===== config.mk =====
export PLATFORM = sky130hd
export DESIGN_NAME = tcm_axi_port_arb
export DESIGN_NICKNAME = d
export VERILOG_FILES = /design/src/rtl/tcm_arb_pkg.sv /design/src/rtl/tcm_arb_rr2.sv /design/src/rtl/tcm_axi_port_arb.sv
export SDC_FILE = /design/constraint.sdc
export NUM_CORES = 1
export LEC_CHECK = 0
export BUFFER_PORTS_ARGS = -buffer_cell sky130_fd_sc_hd__buf_2
export CAP_MARGIN = 10
export CORE_MARGIN = 2
export CORE_UTILIZATION = 45
export CTS_CLUSTER_SIZE = 30
export DETAILED_ROUTE_END_ITERATION = 8
export GPL_TIMING_DRIVEN = 0
export PLACE_DENSITY = 0.82
export SLEW_MARGIN = 40
export SYNTH_ARGS = -nofsm -noshare
export SYNTH_HDL_FRONTEND = slang
export SYNTH_HIERARCHICAL = 1
export SYNTH_SLANG_ARGS = --single-unit

===== constraint.sdc =====
create_clock -name clk_i -period 4.15 [get_ports clk_i]
set_clock_uncertainty 0.15 [all_clocks]
set_input_delay 1.0375 -clock clk_i [delete_from_list [all_inputs] [get_ports clk_i]]
set_output_delay 1.0375 -clock clk_i [all_outputs]
set_load 0.05 [all_outputs]

===== src/rtl/tcm_arb_pkg.sv =====
// Shared types and constants for the AXI-to-TCM port arbiter.
package tcm_arb_pkg;

  typedef enum logic [2:0] {
    StIdle,
    StWrIssue,
    StBResp,
    StRdIssue,
    StRdData,
    StRResp
  } tcm_state_e;

  typedef enum logic {
    GNT_WR,
    GNT_RD
  } grant_e;

  localparam logic [1:0] RESP_OKAY   = 2'b00;
  localparam logic [1:0] RESP_SLVERR = 2'b10;

  localparam int unsigned ARB_FIXED = 0;
  localparam int unsigned ARB_RR    = 1;

endpackage


===== src/rtl/tcm_arb_rr2.sv =====
// Two-way write/read arbiter: fixed write priority or alternating on conflict.
module tcm_arb_rr2
  import tcm_arb_pkg::*;
#(
  parameter int unsigned ARB_MODE = ARB_FIXED
) (
  input  logic clk_i,
  input  logic rst_i,
  input  logic en_i,
  input  logic wr_req_i,
  input  logic rd_req_i,
  output logic gnt_wr_o,
  output logic gnt_rd_o
);

  grant_e last_grant_q;

  always_comb begin
    gnt_wr_o = 1'b0;
    gnt_rd_o = 1'b0;
    if (en_i) begin
      if (wr_req_i && rd_req_i) begin
        // Round-robin hands a conflict to whichever side did not win last.
        if (ARB_MODE == ARB_RR && last_grant_q == GNT_WR) begin
          gnt_rd_o = 1'b1;
        end else begin
          gnt_wr_o = 1'b1;
        end
      end else begin
        gnt_wr_o = wr_req_i;
        gnt_rd_o = rd_req_i;
      end
    end
  end

  always_ff @(posedge clk_i) begin
    if (rst_i) begin
      last_grant_q <= GNT_RD;
    end else if (gnt_wr_o) begin
      last_grant_q <= GNT_WR;
    end else if (gnt_rd_o) begin
      last_grant_q <= GNT_RD;
    end
  end

endmodule


===== src/rtl/tcm_axi_port_arb.sv =====
// Single-outstanding AXI write/read port multiplexed onto one single-ported TCM,
// with out-of-range SLVERR responses and strobes held quiet while in reset.
module tcm_axi_port_arb
  import tcm_arb_pkg::*;
#(
  parameter int unsigned ADDR_W   = 32,
  parameter int unsigned DATA_W   = 32,
  parameter int unsigned MEM_AW   = 16,
  parameter int unsigned ARB_MODE = ARB_FIXED
) (
  input  logic                  clk_i,
  input  logic                  rst_i,
  input  logic                  axi_awvalid_i,
  input  logic [ADDR_W-1:0]     axi_awaddr_i,
  input  logic                  axi_wvalid_i,
  input  logic [DATA_W-1:0]     axi_wdata_i,
  input  logic [DATA_W/8-1:0]   axi_wstrb_i,
  output logic                  axi_awready_o,
  output logic                  axi_wready_o,
  output logic                  axi_bvalid_o,
  output logic [1:0]            axi_bresp_o,
  input  logic                  axi_bready_i,
  input  logic                  axi_arvalid_i,
  input  logic [ADDR_W-1:0]     axi_araddr_i,
  output logic                  axi_arready_o,
  output logic                  axi_rvalid_o,
  output logic [DATA_W-1:0]     axi_rdata_o,
  output logic [1:0]            axi_rresp_o,
  input  logic                  axi_rready_i,
  output logic [MEM_AW-1:0]     mem_addr_o,
  output logic [DATA_W/8-1:0]   mem_wr_o,
  output logic                  mem_rd_o,
  output logic [DATA_W-1:0]     mem_wdata_o,
  input  logic [DATA_W-1:0]     mem_rdata_i
);

  localparam int unsigned STRB_W = DATA_W / 8;
  localparam int unsigned OFF_W  = $clog2(STRB_W);
  localparam logic [MEM_AW-1:0] AlignMask = {{(MEM_AW - OFF_W){1'b1}}, {OFF_W{1'b0}}};

  function automatic logic [MEM_AW-1:0] align_addr(input logic [ADDR_W-1:0] a);
    return a[MEM_AW-1:0] & AlignMask;
  endfunction

  function automatic logic out_of_range(input logic [ADDR_W-1:0] a);
    return a[ADDR_W-1:MEM_AW] != '0;
  endfunction

  tcm_state_e          state_q;
  logic                req_wr_q, req_rd_q;
  logic [MEM_AW-1:0]   addr_q;
  logic [DATA_W-1:0]   wdata_q;
  logic [STRB_W-1:0]   strb_q;
  logic                oor_q;
  logic                bvalid_q, rvalid_q;
  logic [1:0]          bresp_q, rresp_q;
  logic [DATA_W-1:0]   rdata_q;

  logic wr_cand, rd_cand, arb_en, gnt_wr, gnt_rd;

  assign wr_cand = axi_awvalid_i & axi_wvalid_i;
  assign rd_cand = axi_arvalid_i;
  assign arb_en  = (state_q == StIdle) && !rst_i;

  tcm_arb_rr2 #(
    .ARB_MODE (ARB_MODE)
  ) u_arb (
    .clk_i    (clk_i),
    .rst_i    (rst_i),
    .en_i     (arb_en),
    .wr_req_i (wr_cand),
    .rd_req_i (rd_cand),
    .gnt_wr_o (gnt_wr),
    .gnt_rd_o (gnt_rd)
  );

  always_ff @(posedge clk_i) begin
    if (rst_i) begin
      state_q  <= StIdle;
      req_wr_q <= 1'b0;
      req_rd_q <= 1'b0;
      addr_q   <= '0;
      wdata_q  <= '0;
      strb_q   <= '0;
      oor_q    <= 1'b0;
      bvalid_q <= 1'b0;
      rvalid_q <= 1'b0;
      bresp_q  <= RESP_OKAY;
      rresp_q  <= RESP_OKAY;
      rdata_q  <= '0;
    end else begin
      unique case (state_q)
        StIdle: begin
          if (gnt_wr) begin
            addr_q   <= align_addr(axi_awaddr_i);
            wdata_q  <= axi_wdata_i;
            strb_q   <= axi_wstrb_i;
            oor_q    <= out_of_range(axi_awaddr_i);
            req_wr_q <= 1'b1;
            state_q  <= StWrIssue;
          end else if (gnt_rd) begin
            addr_q   <= align_addr(axi_araddr_i);
            oor_q    <= out_of_range(axi_araddr_i);
            req_rd_q <= 1'b1;
            state_q  <= StRdIssue;
          end
        end
        StWrIssue: begin
          req_wr_q <= 1'b0;
          bvalid_q <= 1'b1;
          bresp_q  <= oor_q ? RESP_SLVERR : RESP_OKAY;
          state_q  <= StBResp;
        end
        StBResp: begin
          if (axi_bready_i) begin
            bvalid_q <= 1'b0;
            state_q  <= StIdle;
          end
        end
        StRdIssue: begin
          req_rd_q <= 1'b0;
          state_q  <= StRdData;
        end
        StRdData: begin
          // TCM data lands exactly one cycle after the read strobe.
          rdata_q  <= oor_q ? '0 : mem_rdata_i;
          rresp_q  <= oor_q ? RESP_SLVERR : RESP_OKAY;
          rvalid_q <= 1'b1;
          state_q  <= StRResp;
        end
        StRResp: begin
          if (axi_rready_i) begin
            rvalid_q <= 1'b0;
            state_q  <= StIdle;
          end
        end
        default: state_q <= StIdle;
      endcase
    end
  end

  always_comb begin
    if (req_wr_q || req_rd_q) begin
      mem_addr_o = addr_q;
    end else if (wr_cand) begin
      mem_addr_o = align_addr(axi_awaddr_i);
    end else begin
      mem_addr_o = align_addr(axi_araddr_i);
    end
  end

  // Strobes are gated by rst_i so nothing reaches the RAM during reset.
  assign mem_wr_o    = (state_q == StWrIssue && !oor_q && !rst_i) ? strb_q : '0;
  assign mem_rd_o    = (state_q == StRdIssue) && !oor_q && !rst_i;
  assign mem_wdata_o = wdata_q;

  assign axi_awready_o = gnt_wr;
  assign axi_wready_o  = gnt_wr;
  assign axi_arready_o = gnt_rd;
  assign axi_bvalid_o  = bvalid_q;
  assign axi_bresp_o   = bresp_q;
  assign axi_rvalid_o  = rvalid_q;
  assign axi_rresp_o   = rresp_q;
  assign axi_rdata_o   = rdata_q;

endmodule

==> Yosys cells after proc, flatten, opt, wreduce, memory -nomap -nowiden <==
Cells that the tools add are included.
{ "word_totals": {"register_bits": 96, "elab_cells": 75} }
{ "classes": {"eq_ne": 11, "mux": 27, "bitwise": 1, "reduce_logical": 24} }
{ "ops": {"columns": ["operator", "n"], "rows": [
  ["2-to-1 mux 16 bit", 4],
  ["2-to-1 mux 32 bit", 1],
  ["nonzero test 16 bit", 2],
  ["one-hot mux 3 bit (6 select lines)", 1],
  ["2-to-1 mux 3 bit", 4],
  ["2-to-1 mux 1 bit", 11],
  ["inequality test 2 bit, second input constant", 5],
  ["AND reduction 2 bit", 5],
  ["nonzero test 2 bit", 5],
  ["one-hot mux 1 bit (2 select lines)", 4],
  ["equality test 3 x 2 -> 1 bit, second input constant", 2],
  ["equality test 3 bit, second input constant", 2],
  ["logical AND 1 bit", 6],
  ["AND reduction 3 bit", 2],
  ["2-to-1 mux 4 bit", 1],
  ["equality test 3 x 1 -> 1 bit, second input constant", 1],
  ["zero test 3 bit", 1],
  ["inequality test 3 bit, second input constant", 1],
  ["zero test 1 bit", 2],
  ["2-to-1 mux 2 bit", 1],
  ["bitwise AND 1 bit", 1],
  ["logical OR 1 bit", 1]
]} }

==> Longest topological paths before layout <==
Gate-level depths: netlist of the first run.
{ "depth": {"word_depth": 7, "ltp_mapped": 10, "ltp_nobuf": 7} }

==> Modules after synthesis <==
Netlist of the first run, hierarchy kept.
{ "modules_own_cells": {"columns": ["mod", "instances", "cells_per_inst", "area_each_um2", "seq_area_each_um2"], "rows": [
  ["tcm_axi_port_arb", 1, 491, 3981.3, 1841.8],
  ["tcm_arb_rr2", 1, 2, 16.3, 0.0]
]} }

==> Worst setup path after synthesis of the first run <==
Ideal clock, no wire load.
{ "synth_path": {"path_type": "input to output", "startpoint": "input rst_i", "endpoint": "output mem_rd_o", "arrival_time_ps": 3010, "required_ps": 2963, "setup_slack_ps": -48, "path_stages": 3, "path_cell_list": "clkbuf_1 > clkbuf_1 > nor4b_1"} }
{ "synth_via": {"elab_chain_len": 2} }
{ "synth_lines": {"columns": ["element", "line", "rtl"], "rows": [
  ["start, declared", "tcm_axi_port_arb.sv:12", "input logic rst_i,"],
  ["zero test 1 bit", "tcm_axi_port_arb.sv:154", "assign mem_rd_o = (state_q == StRdIssue) && !oor_q && !rst_i;"],
  ["logical AND 1 bit", "tcm_axi_port_arb.sv:154", null],
  ["end, declared", "tcm_axi_port_arb.sv:32", "output logic mem_rd_o,"]
]} }
No other way between the ends.

==> Worst setup path in the final report of the first run <==
{ "layout_path": {"startpoint": "input axi_awvalid_i", "endpoint": "output axi_arready_o"} }
{ "layout_via": {"elab_chain_len": 4} }
{ "layout_lines": {"columns": ["element", "line", "rtl"], "rows": [
  ["start, declared", "tcm_axi_port_arb.sv:13", "input logic axi_awvalid_i,"],
  ["bitwise AND 1 bit", "tcm_axi_port_arb.sv:61", "assign wr_cand = axi_awvalid_i & axi_wvalid_i;"],
  ["via wr_cand", "tcm_axi_port_arb.sv:59", "logic wr_cand, rd_cand, arb_en, gnt_wr, gnt_rd;"],
  ["logical AND 1 bit", "tcm_arb_rr2.sv:22", "if (wr_req_i && rd_req_i) begin"],
  ["2-to-1 mux 1 bit", "tcm_arb_rr2.sv:22", null],
  ["2-to-1 mux 1 bit", "tcm_arb_rr2.sv:21", "if (en_i) begin"],
  ["end, declared", "tcm_axi_port_arb.sv:25", "output logic axi_arready_o,"]
]} }
The timed path passes the listed nets, and every way through them passes these cells.

==> impl_results.md, run 1 <==
* Fin area at roughly 0.0055 mm^2
* Root Buffer: clkbuf_8
* Period utilization at 85.9%
* Logic pwr share at 36.9%
* Reg2reg end: mem_wdata_o[21]
* Area Growth Syn to Fin at 36.8%
* Syn_area_per_cell at approximately 8 um^2
* Total grt overflow at 0
* Max Cap Viol at 0
* Sequential power share at 39.9%
* Commonest non-fill, non-tap cell in the layout: buf_2
* CP Class: input pin to primary output
* Final Power at approximately 2600 uW
* First-pass DRT Iterations at 5
* Largest net degree at the start of global routing at 16
* Crit. End Element: primary output
* Postcts setup bufs at 0
* Cell Rows at 34
* Total negative setup slack at 0 ns
* Initial antenna violation count at 0
* Slew Limit Fails at 0
* Core Area at 0.00868 mm^2
* Crit path DAT at about 2.4 ns
* Unique masters post-synth at 30
* Worst-skew pair later-pin latency at 0.35 ns
* Int Pwr at about 1600 uW
* Worst setup startpoint: axi_awvalid_i
* GRT Util Overall at between 20% and 30%
* Worst EP required at a little under 3 ns
* Maximum VDD drop at 0.000249 V
* Die area at ~0.0097 mm^2
* Final WS setup at roughly 0.6 ns
* Fin. Hold Viols at 0
* Setup WS pre-CTS at approximately 0.58 ns
* Clock group share of total power at ~23%
* Clock buffer depth at 2
* Drt wl/cell at around 14 um
* Sw Share at 39.8%
* Post-Synthesis Cells at approximately 500
* Number of inserted diodes at 0
* First-pass GRT wire length at ~18 mm
* Clk slew on worst S/H paths at 0.08 ns
* WL final at approximately 12 mm
* Drt drc at 0
* Final count of negative-setup-slack endpoints at 0
* Sequential area share after synthesis at 46.1%
* Startpoint Class: input pin
* Most frequent cells in the layout: buf_2, nand2_1, dfxtp_1
* Share of post-route cells with drive strength above 1 at between 30% and 40%
* Power Density at 482 mW/mm^2
* Sink Count at around 90
* FFs w/ async S/R, synth at 0%
* Number of primary I/O pins at ~230
* Hold path cells at 2
* TritonCTS clock tree: done
* CTS buffer count at 9
* Vias in the first global route at about 4100
* Worst Tran Pin Value at ~0.67 ns
* Worst rel slew slack at roughly 55%
* Die height at slightly below 100 um
* Switch Pwr at 1050 uW
* HPWL after detailed placement at between 9 and 10 mm
* Number of DRC markers in iteration 0 at 123
* Min Tclk post-route at around 3.6 ns
* Resize count post-CTS at 0
* Post-synth EDFFs at 0
* Buffers on Ports at about 220
* Top_reg_cell synth: dfxtp_1
* Status: finished clean
* Unrepaired setup endpoints after global routing: false
* Reg2Reg Depth at 9
* Hold Path Class: flop to flop
* Yosys warns at 6
* Flop2flop setup slack at ~1.7 ns
* Die Width at approximately 98 um
* Placed cell areas at around 0.0053 mm^2
* Fmax at 0.281 GHz
* Hold Path End: strb_q[0]
* Vias per std cell at between 5 and 6
* Antenna viol nets, final at 0
* Top fanout value on the critical path at 10
* LEAKAGE at 0.00247 uW
* CTS Hold Bufs at 0
* H-tree depth at 3
* RePlAce Congestion at between 0.8 and 0.9
* Via count at ~4300
* Hold Startpoint: strb_q[0]
* Reg2reg start: state_q[1]
* Final net count at just under 900
* Synthesized cell area at ~0.004 mm^2
* Number of synthesized register bits at roughly 90
* Initial Utilization at a little under half
==> layer usage <==
layer	wire length, um	track usage [%]
met4	182	7.80
met5	0	0
met1	5050	28.7
met3	764	4.44
met2	5810	40.6
==> logic make-up after synthesis <==
family / synth area share [%]
AO/OA/AOI/OAI: 15.2
multiplexers: 7.26
buffers and inverters: 5.92
other: 0.0938
flip-flops: 46.1
AND/OR/NAND/NOR: 25.4
==> power by group through the flow <==
stage | clock network (uW) | logic (uW) | registers (uW)
after floorplan | 0 | 554 | 1230
after global placement | 0 | 952 | 1060
after detailed placement | 0 | 972 | 1070
after CTS | 628 | 974 | 1050
after global routing | 667 | 1050 | 1060
final | 610 | 973 | 1050
==> layout make-up <==
| type | count | area, um^2 |
|---|---|---|
| repair buffers | 223 | 1120 |
| clock buffers | 11 | 141 |
| multi-input cells | 356 | 1940 |
| well taps | 108 | 135 |
| fillers | 777 | 3210 |
| plain buffers | 45 | 225 |
| flip-flops and latches | 92 | 1840 |
| clock inverters | 5 | 60.1 |
| inverters | 3 | 11.3 |
==> sequential cells by signal (all words and copies together), names as in the netlist <==
name          flops
axi_rdata_o      32
mem_wdata_o      32
addr_q           14
strb_q            4
state_q           3
axi_bresp_o       1
axi_bvalid_o      1
axi_rresp_o       1
axi_rvalid_o      1
oor_q             1
req_rd_q          1
req_wr_q          1
==> cell usage after synthesis (2+ instances only) <==
library cell	n	area share, %
a211oi_1	16	3.0
clkbuf_1	21	2.0
nand4_1	2	0.31
buf_4	11	2.1
o21ai_0	16	2.0
nand3b_1	36	6.8
nor4_1	12	1.9
dfxtp_1	92	46
inv_1	3	0.28
mux2i_1	29	7.3
nand2_1	123	12
a21oi_1	75	9.4
buf_2	12	1.5
nor2_1	25	2.3
and2_1	5	0.78
==> critical path: stages <==
cell and delay [ns]:
buf_2 0.10, nand2_1 0.23, buf_2 0.36, inv_1 0.08
and3b_1 0.27, buf_2 0.29
==> worst max path at each step <==
stage                           endpoint  slack [ns]  depth (start not counted)
after floorplan           mem_addr_o[10]        0.24                          4
after global placement     axi_arready_o        0.60                          6
after detailed placement   axi_arready_o        0.58                          6
after CTS                  axi_arready_o        0.58                          6
after global routing       axi_arready_o        0.49                          6
final                      axi_arready_o        0.59                          6
==> stage by stage <==
stage	instances	util [%]	hold WS, ns
2_1_floorplan	496	-	0.282
3_3_place_gp	827	60.7	0.285
3_5_place_dp	827	60.7	0.292
4_1_cts	843	63.0	0.304
5_1_grt	843	63.0	0.316
6_report	843	63.0	0.303
Power figures use the tool's default switching activity.
==> run 2: changes to the inputs <==
BUFFER_PORTS_ARGS = not set   (was -buffer_cell sky130_fd_sc_hd__buf_2)
CTS_BUF_LIST = sky130_fd_sc_hd__clkbuf_16   (was not set)
DONT_BUFFER_PORTS = 1   (was not set)
PLACE_DENSITY = not set   (was 0.82)
==> run 2 against run 1 <==
  * First-iteration DRC count grew 46%
  * Core utilization shrank 11 points
  * Sequential share of layout area grew 7.1 points
  * Critical path depth shrank 1
  * Routed wire length shrank 11%
  * Via count shrank 20%
  * Clock power grew 34%
  * Final cell count shrank 26%
  * Power grew 3.6%
  * Non-clock buffer count shrank 223
  * Die area is the same
  * Largest power group unchanged
  * Highest routed layer unchanged
==> impl_results.md, run 2 (synthesized netlist as in run 1, its figures left out) <==
* Largest net degree at the start of global routing at 17
* Fill cell count at 829
* Switch Pwr at roughly 1100 uW
* Final Power at 2730 uW
* Clock buffer depth at 2
* Crit path DAT at about 2.4 ns
* Critical path's top delay family: simple AND/OR/NAND/NOR gates
* Total grt overflow at 0
* CTS buffer count at 9
* CP Class: input pin to primary output
* Cell count along the critical path at 5
* Worst rel slew slack at about half
* CP most frequent cell: clkbuf_1
* Die area at between 0.009 and 0.01 mm^2
* Initial Utilization at between 40% and 50%
* Commonest non-fill, non-tap cell in the layout: nand2_1
* Status: finished clean
* Sink Count at 92
* First-pass DRT Iterations at 4
* Reg2Reg Depth at 9
* Final WS setup at 0.518 ns
* Worst Tran Pin Value at approximately 0.77 ns
* Clk slew on worst S/H paths at about 0.060 ns
* WL final at ~11 mm
* Slew Limit Fails at 0
* Startpoint Class: input pin
* Hold path cells at 2
* Initial antenna violation count at 1
* GRT Util Overall at around a fifth
* Drt drc at 0
* Sequential power share at 45.0%
* Worst-skew pair later-pin latency at about 0.33 ns
* LEAKAGE at roughly 0.0015 uW
* Crit path largest cell delay at 0.43 ns
* Min Tclk post-route at 3.63 ns
* H-tree depth at 3
* Logic pwr share at around a quarter
* Worst EP required at about 3.0 ns
* Final net count at 646
* Cells along the critical path: clkbuf_1 > clkbuf_1 > nor4_1 > and2_2 > buf_4
* Top fanout value on the critical path at 10
* Area Growth Syn to Fin at 12.9%
* Fin. Hold Viols at 0
* Crit. End Element: primary output
* Placed cell areas at roughly 0.0042 mm^2
* Core Area at approximately 0.0087 mm^2
* Postcts setup bufs at 0
* Int Pwr at 1670 uW
* Slowest CP cell: and2_2
* Most frequent cells in the layout: nand2_1, dfxtp_1, a21oi_1
* Maximum VDD drop at between 0.0002 and 0.0003 V
* CTS Hold Bufs at 0
* TritonCTS clock tree: done
* Resize count post-CTS at 0
* HPWL after detailed placement at about 8.0 mm
* Die height at approximately 98 um
* Buffers on Ports at 0
* First-pass GRT wire length at between 15 and 20 mm
* Share of post-route cells with drive strength above 1 at roughly 11%
* Period utilization at a little under 90%
* Power Density at 605 mW/mm^2
* Hold Path Class: flop to flop
* Via count at between 3000 and 4000
* Root Buffer: clkbuf_16
* Setup WS pre-CTS at 0.528 ns
* Drt wl/cell at 17.0 um
* Number of primary I/O pins at 233
* Clock group share of total power at between 20% and 30%
* Unrepaired setup endpoints after global routing: false
* Final count of negative-setup-slack endpoints at 0
* Total negative setup slack at 0 ns
* Antenna viol nets, final at 0
* Vias in the first global route at 3408
* Die Width at approximately 98 um
* Fin area at between 0.004 and 0.005 mm^2
* Max Cap Viol at 0
* Cell Rows at 34
* WP buf/inv at 3
* Fmax at ~0.28 GHz
* RePlAce Congestion at between 0.7 and 0.8
* Sw Share at between 30% and 40%
* Vias per std cell at roughly 5.6
* Number of DRC markers in iteration 0 at 179
[run 2: cell count changes in the layout (fill, tap and decap cells not counted), sizes merged]
cell    before  now
buf        247   24
clkbuf      32   30
diode        0    1
inv          4    6
[run 2: final timing paths]
| kind | endpoint | start | slack (ns) |
|---|---|---|---|
| worst max-delay path | axi_wready_o | rst_i | 0.52 |
| worst min-delay path | strb_q[3] | strb_q[3] | 0.30 |
| worst max register to register | mem_wdata_o[8] | state_q[1] | 1.40 |
| worst min register to register | strb_q[3] | strb_q[3] | 0.30 |
[run 2: per-layer routing]
layer / GRT usage (%) / routed length, um / vias up
li1: - / - / 1711
met1: 26.7 / 4420 / 1580
met2: 36.2 / 5130 / 149
met3: 6.37 / 898 / 10
met4: 5.48 / 115 / 0
met5: 0 / 0 / -
[run 2: cell type report]
cell class	count	area, um^2	share of cell area (%)
multi-input combinational	356	2000	44.3
sequential	92	1840	40.8
clock buffer	9	225	4.99
buffer	45	225	4.99
tap	108	135	3.00
clock inverter	7	72.6	1.61
inverter	3	11.3	0.250
antenna	1	2.50	0.0555
[run 2: per-stage QoR]
step,hold WS [ns],util (%),cells
final,0.301,52.0,621
after global routing,0.321,52.0,621
after CTS,0.302,52.0,620
after detailed placement,0.294,48.5,604
after global placement,0.288,47.8,604
after floorplan,0.282,-,496
[run 2: worst register-to-register path, delay by kind of cell, from the launching register on]
kind                   cells  cell delay [ns]
flip-flops                 1             0.30
AND/OR/NAND/NOR            4             1.15
AO/OA/AOI/OAI              1             0.07
buffers and inverters      4             0.95
[run 2: power groups by stage]
stage | combinational (uW) | clock (uW) | sequential, uW
6_report | 684 | 817 | 1230
2_1_floorplan | 554 | 0 | 1230
5_1_grt | 755 | 883 | 1240
3_3_place_gp | 642 | 0 | 1250
4_1_cts | 689 | 837 | 1230
3_5_place_dp | 687 | 0 | 1250
==> run 3: changes to the inputs <==
GPL_TIMING_DRIVEN = not set   (was 0)
==> run 3 against run 2 <==
  * Non-clock buffer count is 22 lower
  * Hold slack got worse by 0.0080 ns
  * Via count decreased by 4.9%
  * Critical endpoint is now mem_wr_o[2]
==> impl_results.md, run 3 (synthesized netlist as in run 1, its figures left out) <==
* Critical path's top delay family: simple AND/OR/NAND/NOR gates
* Unrepaired setup endpoints after global routing: false
* Startpoint Class: flop
* Number of primary I/O pins at 233
* First-pass DRT Iterations at 4
* Area Growth Syn to Fin at 9.98%
* Logic pwr share at between 20% and 30%
* Commonest non-fill, non-tap cell in the layout: nand2_1
* Total negative setup slack at 0 ns
* Fin. Hold Viols at 0
* Root Buffer: clkbuf_16
* WL final at between 9 and 10 mm
* Total grt overflow at 0
* GRT Util Overall at 18.8%
* Die Width at around 100 um
* H-tree depth at 3
* TritonCTS clock tree: done
* Worst Tran Pin Value at between 0.7 and 0.8 ns
* Vias in the first global route at approximately 3100
* Via count at around 3300
* WP buf/inv at 0
* Initial Utilization at a little under half
* Buffers on Ports at 0
* Antenna viol nets, final at 0
* Cells along the critical path: nand2b_1 > nor4_1 > and2_1
* Top fanout value on the critical path at 13
* Max Cap Viol at 0
* Share of post-route cells with drive strength above 1 at between 8 and 9%
* Crit path DAT at roughly 2.2 ns
* CP Class: flop to primary output
* Clock buffer depth at 2
* Slew Limit Fails at 0
* Flop2flop setup slack at between 1.5 and 2 ns
* Worst rel slew slack at ~53%
* Min Tclk post-route at about 3.3 ns
* Hold Path Class: flop to flop
* Number of DRC markers in iteration 0 at between 90 and 100
* Crit path largest cell delay at about 0.62 ns
* Sequential power share at 46.7%
* Final Power at 2670 uW
* Slowest CP cell: dfxtp_1
* Final core utilization at 50.7%
* Drt drc at 0
* Resize count post-CTS at 0
* First-pass GRT wire length at 15.1 mm
* Sink Count at 92
* Postcts setup bufs at 0
* Crit. End Element: primary output
* Cell count along the critical path at 3
* Number of inserted diodes at 0
* CTS buffer count at 9
* Status: finished clean
* Maximum VDD drop at roughly 0.00028 V
* Power Density at 608 mW/mm^2
* Largest net degree at the start of global routing at 96
* Sw Share at 37.4%
* Core Area at between 0.008 and 0.009 mm^2
* Fill cell count at 831
* RePlAce Congestion at about 0.74
* HPWL after detailed placement at about 6.7 mm
* Int Pwr at around 1700 uW
* Final net count at between 600 and 700
* Most frequent cells in the layout: nand2_1, dfxtp_1, a21oi_1
* CTS Hold Bufs at 0
* Reg2Reg Depth at 6
* Die height at 98.3 um
* Fmax at roughly 0.3 GHz
* Cell Rows at 34
* Initial antenna violation count at 0
* Clock group share of total power at 29.8%
* Die area at about 0.0097 mm^2
* LEAKAGE at 0.00149 uW
* Period utilization at about four fifths
* Vias per std cell at around 5.5
* Switch Pwr at approximately 1000 uW
* Worst EP required at slightly below 3 ns
* Clk slew on worst S/H paths at about 0.060 ns
* Worst-skew pair later-pin latency at approximately 0.32 ns
* Drt wl/cell at roughly 16 um
* Hold path cells at 2
* Final count of negative-setup-slack endpoints at 0
## run 3: final cells by class
class                   instances  area (um^2)  share of cell area, %
well taps                     108          135                   3.07
flip-flops and latches         92         1840                   41.9
clock inverters                 7         67.6                   1.54
clock buffers                   9          225                   5.12
multi-input cells             356         1940                   44.2
repair buffers                 23          173                   3.93
inverters                       3         11.3                  0.256
## run 3: path summary, 6_finish.rpt
path               from          end
min           strb_q[0]    strb_q[0]
min reg2reg   strb_q[0]    strb_q[0]
max          state_q[0]  mem_wr_o[2]
max reg2reg  state_q[1]        oor_q
## run 3: routing by layer
layer	up-vias	track usage, %	part of all wire (%)
met5	-	0	0
met4	0	5.69	1.2
met3	10	4.80	8.4
met2	142	31.8	48
met1	1475	23.7	42
li1	1655	-	-
## run 3: through the flow
step	cell area (um^2)	cells	setup slack (ns)	hold slack (ns)
finish	4400	598	0.807	0.293
detailed placement	4100	582	0.841	0.287
floorplan	4020	496	0.238	0.282
global route	4400	598	0.514	0.318
global placement	4100	582	0.837	0.283
CTS	4400	598	0.732	0.295
## run 3: power groups by stage
stage	Combinational, uW	Sequential, uW	Clock [uW]
after floorplan	554	1230	0
after global placement	620	1270	0
after detailed placement	631	1270	0
after CTS	632	1250	820
after global routing	689	1270	860
final	626	1250	798
## run 3: worst min-delay path, cell delays in order, from the launching register on
cell     delay, ns
dfxtp_1       0.30
nand2_1       0.05
a21oi_1       0.05
